## src/rtl/noc_pkg.sv

```systemverilog
// noc_pkg: shared port encoding, widths and direction legality for the mesh router
package noc_pkg;
  typedef enum logic [2:0] {N, S, E, W, L} port_e;
  localparam int NPORTS = 5;
  localparam int SELW = 3;
  localparam logic [SELW-1:0] SEL_IDLE = 3'd7;
  function automatic logic is_legal_dir(input logic [SELW-1:0] in, input logic [SELW-1:0] dir);
    return dir <= 3'd4 && (dir != in || dir == L);
  endfunction
  function automatic logic [SELW-1:0] next_ptr(input logic [SELW-1:0] g);
    return g == 3'd4 ? 3'd0 : g + 3'd1;
  endfunction
endpackage

```

## src/rtl/switch_allocator_rr_pick.sv

```systemverilog
// rr_pick: combinational round-robin pick of the first eligible input at or after ptr (mod 5)
module rr_pick
  import noc_pkg::*;
(
  input  logic [NPORTS-1:0] elig,
  input  logic [SELW-1:0]   ptr,
  output logic              vld,
  output logic [SELW-1:0]   idx
);
  always_comb begin
    vld = 1'b0;
    idx = '0;
    // Scan backwards so the last hit written is the first in round-robin order
    for (int k = NPORTS - 1; k >= 0; k--) begin
      if (elig[(int'(ptr) + k) % NPORTS]) begin
        vld = 1'b1;
        idx = SELW'((int'(ptr) + k) % NPORTS);
      end
    end
  end
endmodule

```

## src/rtl/switch_allocator.sv

```systemverilog
// switch_allocator: per-output round-robin switch allocation for the 5-port mesh router;
// define SWALLOC_LOCK_EN to hold an output for a whole packet until its tail is granted.
module switch_allocator
  import noc_pkg::*;
(
  input  logic                         clk,
  input  logic                         rst,
  input  logic [NPORTS-1:0]            req_valid_i,
  input  logic [NPORTS-1:0][SELW-1:0]  req_dir_i,
  input  logic [NPORTS-1:0]            req_tail_i,
  input  logic [NPORTS-1:0]            out_full_i,
  output logic [NPORTS-1:0][SELW-1:0]  sel_o,
  output logic [NPORTS-1:0]            remove_o,
  output logic [NPORTS-1:0]            enable_o,
  output logic [NPORTS-1:0]            credit_o,
  output logic                         err_o
);
  logic [NPORTS-1:0][SELW-1:0] ptr, gnt_idx;
  logic [NPORTS-1:0][NPORTS-1:0] elig;
  logic [NPORTS-1:0] gnt_vld, illegal, lock_ok, adv;
`ifdef SWALLOC_LOCK_EN
  logic [NPORTS-1:0] lock_vld;
  logic [NPORTS-1:0][SELW-1:0] lock_src;
  always_comb begin
    lock_ok = '0;
    adv = '0;
    for (int o = 0; o < NPORTS; o++) begin
      lock_ok[o] = !lock_vld[o];
      adv[o] = req_tail_i[gnt_idx[o]];
    end
  end
  always_ff @(posedge clk) begin
    if (rst) begin
      lock_vld <= '0;
      lock_src <= '0;
    end else begin
      for (int o = 0; o < NPORTS; o++)
        if (gnt_vld[o]) begin
          lock_vld[o] <= !req_tail_i[gnt_idx[o]];
          lock_src[o] <= gnt_idx[o];
        end
    end
  end
`else
  logic unused_tail;
  assign unused_tail = ^req_tail_i;
  assign lock_ok = '1;
  assign adv = '1;
`endif
  always_comb begin
    elig = '0;
    illegal = '0;
    remove_o = '0;
    sel_o = '0;
    for (int i = 0; i < NPORTS; i++)
      illegal[i] = req_valid_i[i] && !is_legal_dir(SELW'(i), req_dir_i[i]);
    for (int o = 0; o < NPORTS; o++) begin
      for (int i = 0; i < NPORTS; i++)
        elig[o][i] = !rst && req_valid_i[i] && !illegal[i] && req_dir_i[i] == SELW'(o)
`ifdef SWALLOC_LOCK_EN
                     && (lock_ok[o] || lock_src[o] == SELW'(i))
`endif
                     && !out_full_i[o];
      sel_o[o] = gnt_vld[o] ? gnt_idx[o] : SEL_IDLE;
    end
    for (int i = 0; i < NPORTS; i++)
      for (int o = 0; o < NPORTS; o++)
        remove_o[i] = remove_o[i] | (gnt_vld[o] && gnt_idx[o] == SELW'(i));
  end
  assign enable_o = gnt_vld;
  for (genvar o = 0; o < NPORTS; o++) begin : g_out
    rr_pick u_pick (.elig(elig[o]), .ptr(ptr[o]), .vld(gnt_vld[o]), .idx(gnt_idx[o]));
  end
  always_ff @(posedge clk) begin
    if (rst) begin
      ptr <= '0;
      credit_o <= '0;
      err_o <= 1'b0;
    end else begin
      credit_o <= remove_o;
      err_o <= |illegal;
      for (int o = 0; o < NPORTS; o++)
        if (gnt_vld[o] && adv[o]) ptr[o] <= next_ptr(gnt_idx[o]);
    end
  end
endmodule
```

## config.mk

```make
export PLATFORM = sky130hd
export DESIGN_NAME = switch_allocator
export DESIGN_NICKNAME = d
export VERILOG_FILES = /design/src/rtl/noc_pkg.sv /design/src/rtl/switch_allocator_rr_pick.sv /design/src/rtl/switch_allocator.sv
export SDC_FILE = /design/constraint.sdc
export NUM_CORES = 1
export LEC_CHECK = 0
export ABC_AREA = 1
export CELL_PAD_IN_SITES_DETAIL_PLACEMENT = 1
export CELL_PAD_IN_SITES_GLOBAL_PLACEMENT = 2
export CORE_MARGIN = 2
export CORE_UTILIZATION = 34
export CTS_CLUSTER_SIZE = 28
export DETAILED_ROUTE_END_ITERATION = 10
export PLACE_DENSITY = 0.93
export SYNTH_ARGS = -nofsm -noshare
export SYNTH_HDL_FRONTEND = slang
export SYNTH_SLANG_ARGS = --single-unit
```

## constraint.sdc

```tcl
create_clock -name clk -period 9.8 [get_ports clk]
set_input_delay 1.96 -clock clk [delete_from_list [all_inputs] [get_ports clk]]
set_output_delay 1.96 -clock clk [all_outputs]
set_load 0.01 [all_outputs]
```

==> results of run 1 <==
==> how the worst max path moves through the flow <==
stage / from / slack [ps] / cells past startpoint / endpoint
CTS: ptr[10] / 1760 / 29 / remove_o[4]
global route: ptr[10] / 1060 / 29 / remove_o[4]
detailed placement: req_dir_i[1] / 1840 / 19 / remove_o[4]
global placement: rst / 1850 / 18 / remove_o[3]
floorplan: req_dir_i[0] / 3580 / 20 / remove_o[3]
finish: rst / 1770 / 21 / remove_o[4]
==> metal layers <==
metal | GRT usage [%] | vias up | wire, um
met3 | 1.99 | 25 | 752
met4 | 4.34 | 0 | 553
met1 | 27.5 | 4222 | 12600
met2 | 37.0 | 100 | 12400
li1 | - | 4686 | -
met5 | 0 | - | 0
==> cells by family after synthesis <==
group           share of synthesized area (%)
flops                                    5.17
compound gates                           11.9
buf+inv                                  13.6
simple gates                             45.0
xor+xnor                                 4.21
fa+ha+maj                                20.0
mux                                     0.123
==> critical path, cell delays in order <==
cell                              delay, ps
sky130_fd_sc_hd__clkdlybuf4s50_1        600
sky130_fd_sc_hd__inv_2                  300
sky130_fd_sc_hd__nand2_1                160
sky130_fd_sc_hd__nor3_1                 220
sky130_fd_sc_hd__nand3_1                250
sky130_fd_sc_hd__inv_1                  190
sky130_fd_sc_hd__nand3_1                110
sky130_fd_sc_hd__o21ai_0                340
sky130_fd_sc_hd__nand3_1                120
sky130_fd_sc_hd__o211ai_1                90
sky130_fd_sc_hd__o21ai_0                130
sky130_fd_sc_hd__nand2_1                 80
sky130_fd_sc_hd__nand2_1                 60
sky130_fd_sc_hd__nand2_1                120
sky130_fd_sc_hd__inv_1                   90
sky130_fd_sc_hd__ha_1                   220
sky130_fd_sc_hd__nand3_1                110
sky130_fd_sc_hd__nand2_1                 60
sky130_fd_sc_hd__inv_1                   80
sky130_fd_sc_hd__nand4_1                210
sky130_fd_sc_hd__clkdlybuf4s50_1        560
==> through the flow <==
| stage | worst slack, ps | hold WS (ps) | instances | cell area [sq um] | utilization, % |
|---|---|---|---|---|---|
| detailed placement | 1840 | 647 | 1792 | 8950 | 38.1 |
| CTS | 1760 | 661 | 1796 | 9030 | 38.5 |
| global route | 1060 | 710 | 1796 | 9030 | 38.5 |
| global placement | 1850 | 647 | 1792 | 8950 | 38.1 |
| finish | 1770 | 663 | 1796 | 9030 | 38.5 |
| floorplan | 3580 | 554 | 1436 | 8140 | - |
==> placed cells by master (no fill, tap or decap), types with 21 or more instances in the layout <==
master	netlist	final
sky130_fd_sc_hd__ha_1	130	130
sky130_fd_sc_hd__nand2_1	424	424
sky130_fd_sc_hd__nand3_1	164	164
sky130_fd_sc_hd__nand2_2	37	37
sky130_fd_sc_hd__inv_1	228	228
sky130_fd_sc_hd__xor2_1	25	25
sky130_fd_sc_hd__a21oi_1	45	45
sky130_fd_sc_hd__nor2_1	93	93
sky130_fd_sc_hd__o21ai_0	69	69
sky130_fd_sc_hd__clkdlybuf4s50_1	0	57
sky130_fd_sc_hd__dfxtp_1	21	21
sky130_fd_sc_hd__nand4_1	36	36
==> flip-flops by register name (all words and copies together) (netlist names) <==
register  cells
credit_o      5
err_o         1
ptr          15
==> final cells by class <==
type	instances	area (sq um)	share of cell area, %
Clock buffer	4	78.8	0.873
Inverter	247	928	10.3
Multi-Input combinational cell	1145	6610	73.2
Sequential cell	21	420	4.66
Tap cell	319	399	4.42
Timing Repair Buffer	60	593	6.57
==> flow_results.org, run 1 <==
** Detailed routing
- The count of nets left with antenna violations once routing finished came out at 0.
- The first routing iteration left 347 violations.
- For this block, the via count after detailed routing is 9033.
- After detailed routing, the number of remaining DRC violations is 0.
- DRT Wirelength :: 26.4 mm
- In the final routed layout, each cell accounts on average for 14.7 um.
- For this run, the detailed router's first-pass iteration total came to 4.
- In the routed layout, each cell is associated on average with a via count of 5.03.

** Floorplan
- Measured along the y axis, the die boundary spans 159 um.
- Core area :: 0.0235 sq mm
- Top-level I/O count :: 63
- After floorplanning, the core was divided into 56 placement rows.
- Overall die area :: 0.0252 sq mm
- Measured along the x axis, the die boundary spans 159 um.
- Effective utilization at floorplan :: 34.7%

** Setup path
- Data on the critical path is required at its endpoint by 7840 ps.
- The setup path with the least slack is of type primary input to primary output.
- Worst flop-to-flop path endpoint :: credit_o[4]
- In this run the register-to-register setup slack is 4410 ps.
- The number of cells on the worst reg-to-reg path is 28.
- In this run the critical register-to-register path is launched from ptr[10].
- Critical path endpoint category :: primary output
- The worst setup path is launched from a primary input.
- Arrival time of the worst setup path :: 6070 ps
- Biggest fanout along the worst timing path :: 12

** Yosys
- The synthesized netlist contains 50 unique library cells.
- Share of flip-flops with an asynchronous set or reset :: 0%
- Sequential elements use 5.17% of the synthesized area.
- Each instance of the synthesized netlist takes up on average 5.67 sq um.
- Yosys warnings :: 0
- Among all cell types in the netlist, the one instantiated most often is sky130_fd_sc_hd__nand2_1.
- Counting flops with a built-in enable in the synthesized netlist gives 0.
- Of all cell types, the one taking the most synthesized area is sky130_fd_sc_hd__ha_1.
- The synthesized design contains 21 register bits.
- Share of the synthesized area in the top cell type :: 20.0%
- The commonest cells after synthesis are sky130_fd_sc_hd__nand2_1, sky130_fd_sc_hd__inv_1, sky130_fd_sc_hd__nand3_1, sky130_fd_sc_hd__ha_1, sky130_fd_sc_hd__nor2_1.
- Yosys attributes the largest share of cell area to sky130_fd_sc_hd__ha_1, sky130_fd_sc_hd__nand2_1, sky130_fd_sc_hd__inv_1.
- The synthesized netlist occupies a cell area of 0.00814 sq mm.
- Synthesis produced 1436 cells.
- Number of nets in the synthesized netlist :: 1598
- Most frequently used flop master after synthesis :: sky130_fd_sc_hd__dfxtp_1

** Hold path
- For hold timing, the worst endpoint is ptr[1].
- Hold Path Stages :: 2
- The worst hold path belongs to the class flip-flop to flip-flop.
- Hold path startpoint :: ptr[1]

** CTS
- Longest Clk Path Bufs :: 2
- Post-CTS timing repair inserted 0 buffers for setup.
- Post-CTS repair changed the size of 0 cells.
- Clock latency on the worst-skew pair :: 260 ps
- Hold-fix buffers at CTS :: 0
- Num CTS Buffers :: 3
- Clock net sink count :: 21
- Clock-pin transition on the worst setup and hold timing paths :: 60 ps
- CTS built an H-tree with a depth of 1.
- Clock tree synthesis selected as its root buffer the cell sky130_fd_sc_hd__clkbuf_16.
- TritonCTS built the clock tree.

** Global routing
- Number of global-route vias before repair :: 9137
- Entering global routing, the biggest net connects 18 pins.
- Global routing used 20.9% of the available tracks.
- The first global-routing pass estimated 44.6 mm of wire.
- Aggregate global routing overflow :: 0
- The number of antenna violations at the first check in global routing is 0.

** Place
- Dpl hpwl :: 22.6 mm
- Routability congestion estimate from global placement :: 0.909
- Count of input and output buffers :: 57

** Timing
- Count of final setup violators :: 0
- Max transition margin :: 53.3%
- The final critical path takes up 82.0% of the cycle.
- Max-slew violation total from the final report :: 0
- After routing, the total negative slack on setup checks comes to 0 ps.
- Setup repair after global routing missed its margin :: false
- Setup skew after layout :: 2.15 ps
- For the pin with the worst max-slew slack, the measured transition is 700 ps.
- Final number of hold-violating endpoints :: 0
- For this run, the top clock speed supported by timing is 124 MHz.
- Final critical delay including setup and external delays :: 8030 ps

** Final layout
- Count of filler cells inserted in the layout :: 3300
- Layout overhead on the synthesized area :: 10.9%
- The repair_antennas step left the layout with diodes totalling 0.
- Of the cells placed in the final design, the portion with a size suffix greater than 1 is 6.97%.
- The net count of the finished layout is 1640.

** Run
- The tool flagged a number of max-cap violations equal to 0.

** Status
- The flow ran to the end, and the final reports show no timing, DRC or antenna violations.
Power of run 1 is not shown: default switching activity piles up to over one toggle a cycle in this logic, so the estimate is an artifact.
==> run 2, diff against run 1 <==
--- a/config.mk
+++ b/config.mk
@@ -9,10 +9,10 @@
 export CELL_PAD_IN_SITES_DETAIL_PLACEMENT = 1
 export CELL_PAD_IN_SITES_GLOBAL_PLACEMENT = 2
 export CORE_MARGIN = 2
-export CORE_UTILIZATION = 34
+export CORE_UTILIZATION = 29
 export CTS_CLUSTER_SIZE = 28
 export DETAILED_ROUTE_END_ITERATION = 10
-export PLACE_DENSITY = 0.93
+export PLACE_DENSITY = 0.85
 export SYNTH_ARGS = -nofsm -noshare
 export SYNTH_HDL_FRONTEND = slang
 export SYNTH_SLANG_ARGS = --single-unit
==> constraint.sdc (replaced) <==
create_clock -name clk -period 6.85 [get_ports clk]
set_input_delay 1.37 -clock clk [delete_from_list [all_inputs] [get_ports clk]]
set_output_delay 1.37 -clock clk [all_outputs]
set_load 0.01 [all_outputs]
==> run 2 against run 1 <==
  * Non-clock buffer count rose by 31
  * Worst hold slack lost 58 ps
  * Flip-flop and latch count unchanged
  * Critical path type unchanged
  * Count of clock-buffer cells in the layout did not move
==> flow_results.org, run 2 (synthesis results as in run 1) <==
** Timing
- The total count of hold-check failures in the final report is 0 (unchanged).
- The count of final max-slew check failures came to 0 (unchanged).
- The clock period could shrink to 6610 ps.
- The number of setup violations in the final report came to 0 (unchanged).
- The clock tree skew after final layout was 5.86 ps (+3.72 ps).
- Transition at the pin with the smallest max-transition slack :: 559 ps (-141 ps)
- Final period utilization :: 96.5%
- Fmax :: 151 MHz
- Setup repair after global routing left no endpoint under its margin.
- Total negative slack :: 0 ps (unchanged)
- Max transition margin :: 62.4% (+9.1 points)

** Global routing
- The via count of the first global-routing pass came to 9242 (+1.1%).
- Met1 Resource Use GR :: 24.1% (-3.4 points)
- First-pass GRT wire length :: 45.5 mm (+2.1%)
- GRT busiest layer :: met2
- The number of antenna violations at the first check in global routing is 0 (unchanged).
- The largest net degree at the start of global routing is 16 (-2).
- The global routing met3 resource utilization came to 1.86% (-0.12 points).
- Aggregate global routing overflow :: 0 (unchanged)
- Met2 usage :: 34.4% (-2.6 points)
- Global-route usage over all layers :: 19.1% (-1.9 points)

** Detailed routing
- Initial detailed-routing violation count :: 300 (-14%)
- DRC violations left :: 0 (unchanged)
- The routed length per instance was 14.7 um (+0.41%).
- Routed Antenna Nets :: 0 (unchanged)
- The aggregate routed wire length is 27.8 mm (+5.4%).
- The ratio of routed vias to standard cells was 4.88 (-2.9%).
- The via count was 9210 (+2.0%).
- The total iterations of the first detailed-routing run was 5 (+1).

** Place
- Routability congestion estimate from global placement :: 0.890 (-2.1%)
- The total of buffers placed on input and output ports came to 57 (unchanged).
- Dpl hpwl :: 24.0 mm (+6.2%)

** Run
- The max-capacitance violation count is 0 (unchanged).

** Final layout
- Layout overhead on the synthesized area :: 15.7%
- Counting flops per register, the top entry is ptr.
- The largest registers in the layout are ptr: 15 flops, credit_o: 5 flops, err_o: 1 flops.
- In the layout the commonest cells are sky130_fd_sc_hd__nand2_1, sky130_fd_sc_hd__inv_1, sky130_fd_sc_hd__nand3_1.
- Count of filler cells inserted in the layout :: 3729 (+13%)
- The number of nets in the layout came to 1671 (+1.9%).
- Max reg flops :: 15 (unchanged)
- The library cell used most frequently in the layout, excluding fill and tap cells, is sky130_fd_sc_hd__nand2_1.
- Number of antenna diodes :: 0 (unchanged)
- The layout cell share with drive strength beyond 1 came to 10.0% (+3.0 points).

** Setup path
- In this run the critical register-to-register path is launched from ptr[10].
- The data required time at the worst endpoint is 5480 ps (-2360 ps).
- Top cell by count, worst path :: sky130_fd_sc_hd__nand2_1
- The highest cell delay on the worst timing path is 580 ps (-20 ps).
- Flop-to-flop setup slack :: 2260 ps (-2150 ps)
- The setup path with the least slack is of type primary input to primary output.
- Walking the worst path, the cells encountered are clkdlybuf4s50_1 -> nor2_1 -> ha_1 -> nand3_1 -> nor2_1 -> buf_4 -> nand3_1 -> nand2_1 -> nand2_1 -> o21ai_1 -> inv_1 -> o211ai_1 -> o21ai_0 -> nand2_1 -> nand2_1 -> nand2_1 -> inv_1 -> ha_1 -> nand3_1 -> nand2_1 -> nor2_2 -> nand2_1 -> clkdlybuf4s50_1.
- The largest individual stage delay along the critical path comes from the cell sky130_fd_sc_hd__clkdlybuf4s50_1.
- Biggest fanout along the worst timing path :: 4 (-8)
- Critical path endpoint category :: primary output
- Critical Path Source Type :: primary input
- The worst register-to-register path ends at ptr[11].
- Arrival time of the worst setup path :: 5240 ps (-830 ps)
- The depth of the most critical reg-to-reg path was 32 (+14%).

** CTS
- Longest Clk Path Bufs :: 2 (unchanged)
- Clock tree from TritonCTS :: built
- H-tree depth :: 1 (unchanged)
- The clock buffer count from CTS came to 3 (unchanged).
- Hold-fix buffers at CTS :: 0 (unchanged)
- The CTS sink count is 21 (unchanged).
- The tree is rooted in a sky130_fd_sc_hd__clkbuf_16.
- The clock latency on the worst-skew pair came to 270 ps (about the same).
- The clock-pin slew on the worst setup and hold paths is 70 ps (about the same).

** Hold path
- The worst hold path belongs to the class flip-flop to flip-flop.
- The number of cells on the worst hold path was 2 (unchanged).
- The path with the worst hold slack has its endpoint at ptr[2].
- In this run the most critical hold path is launched from ptr[2].

** Floorplan
- The die outline height was 172 um (+8.1%).
- Overall die area :: 0.0294 sq mm (+17%)
- The standard cell core area came to 0.0277 sq mm (+18%).
- Effective utilization at floorplan :: 29.4% (-5.3 points)
- Top-level I/O count :: 63 (unchanged)
- Width of the die :: 172 um (+8.1%)
- The site row count came to 61 (+8.9%).

** Status
- The run finished with clean final reports.
run 2: critical path, delay by kind of cell:
| kind | cells | cell delay (ps) |
|---|---|---|
| buf+inv | 5 | 1490 |
| simple gates | 13 | 1440 |
| fa+ha+maj | 2 | 530 |
| compound gates | 3 | 380 |
run 2: stage by stage:
step	setup WS [ps]	util [%]	hold WS [ps]	std cells	instance area, sq um
5_1_grt	0.338	34.0	693	1886	9410
4_1_cts	79.3	33.7	616	1885	9340
3_3_place_gp	218	33.4	601	1881	9250
3_5_place_dp	166	33.4	603	1881	9250
6_report	242	34.0	605	1886	9410
2_1_floorplan	1300	-	554	1436	8140
run 2: cell type report:
class	count	area (sq um)	area share, %
multi-input combinational	1145	6680	71.0
sequential	21	420	4.47
inverter	247	928	9.86
timing repair buffer	91	833	8.85
clock buffer	4	78.8	0.838
tap	378	473	5.03
run 2: metal layers:
metal  part of all wire [%]  routed length [um]
met1                     47               13000
met4                    2.7                 756
met3                    2.8                 767
met5                      0                   0
met2                     48               13300
run 2: worst max path at each step:
| stage | from | endpoint | slack, ps | depth (start not counted) |
|---|---|---|---|---|
| global placement | req_dir_i[1] | remove_o[3] | 220 | 22 |
| global route | rst | remove_o[2] | 0.3 | 23 |
| CTS | ptr[12] | remove_o[3] | 80 | 32 |
| finish | req_dir_i[1] | remove_o[0] | 240 | 23 |
| detailed placement | req_dir_i[2] | remove_o[3] | 170 | 22 |
| floorplan | ptr[9] | remove_o[3] | 1300 | 32 |
run 2: timing repair:
item,in CTS,in global routing
resized for setup,5,21
setup endpoints to repair,3,5
pin swaps,0,3
setup buffers,0,1
Power of run 2 is left out for the same reason.
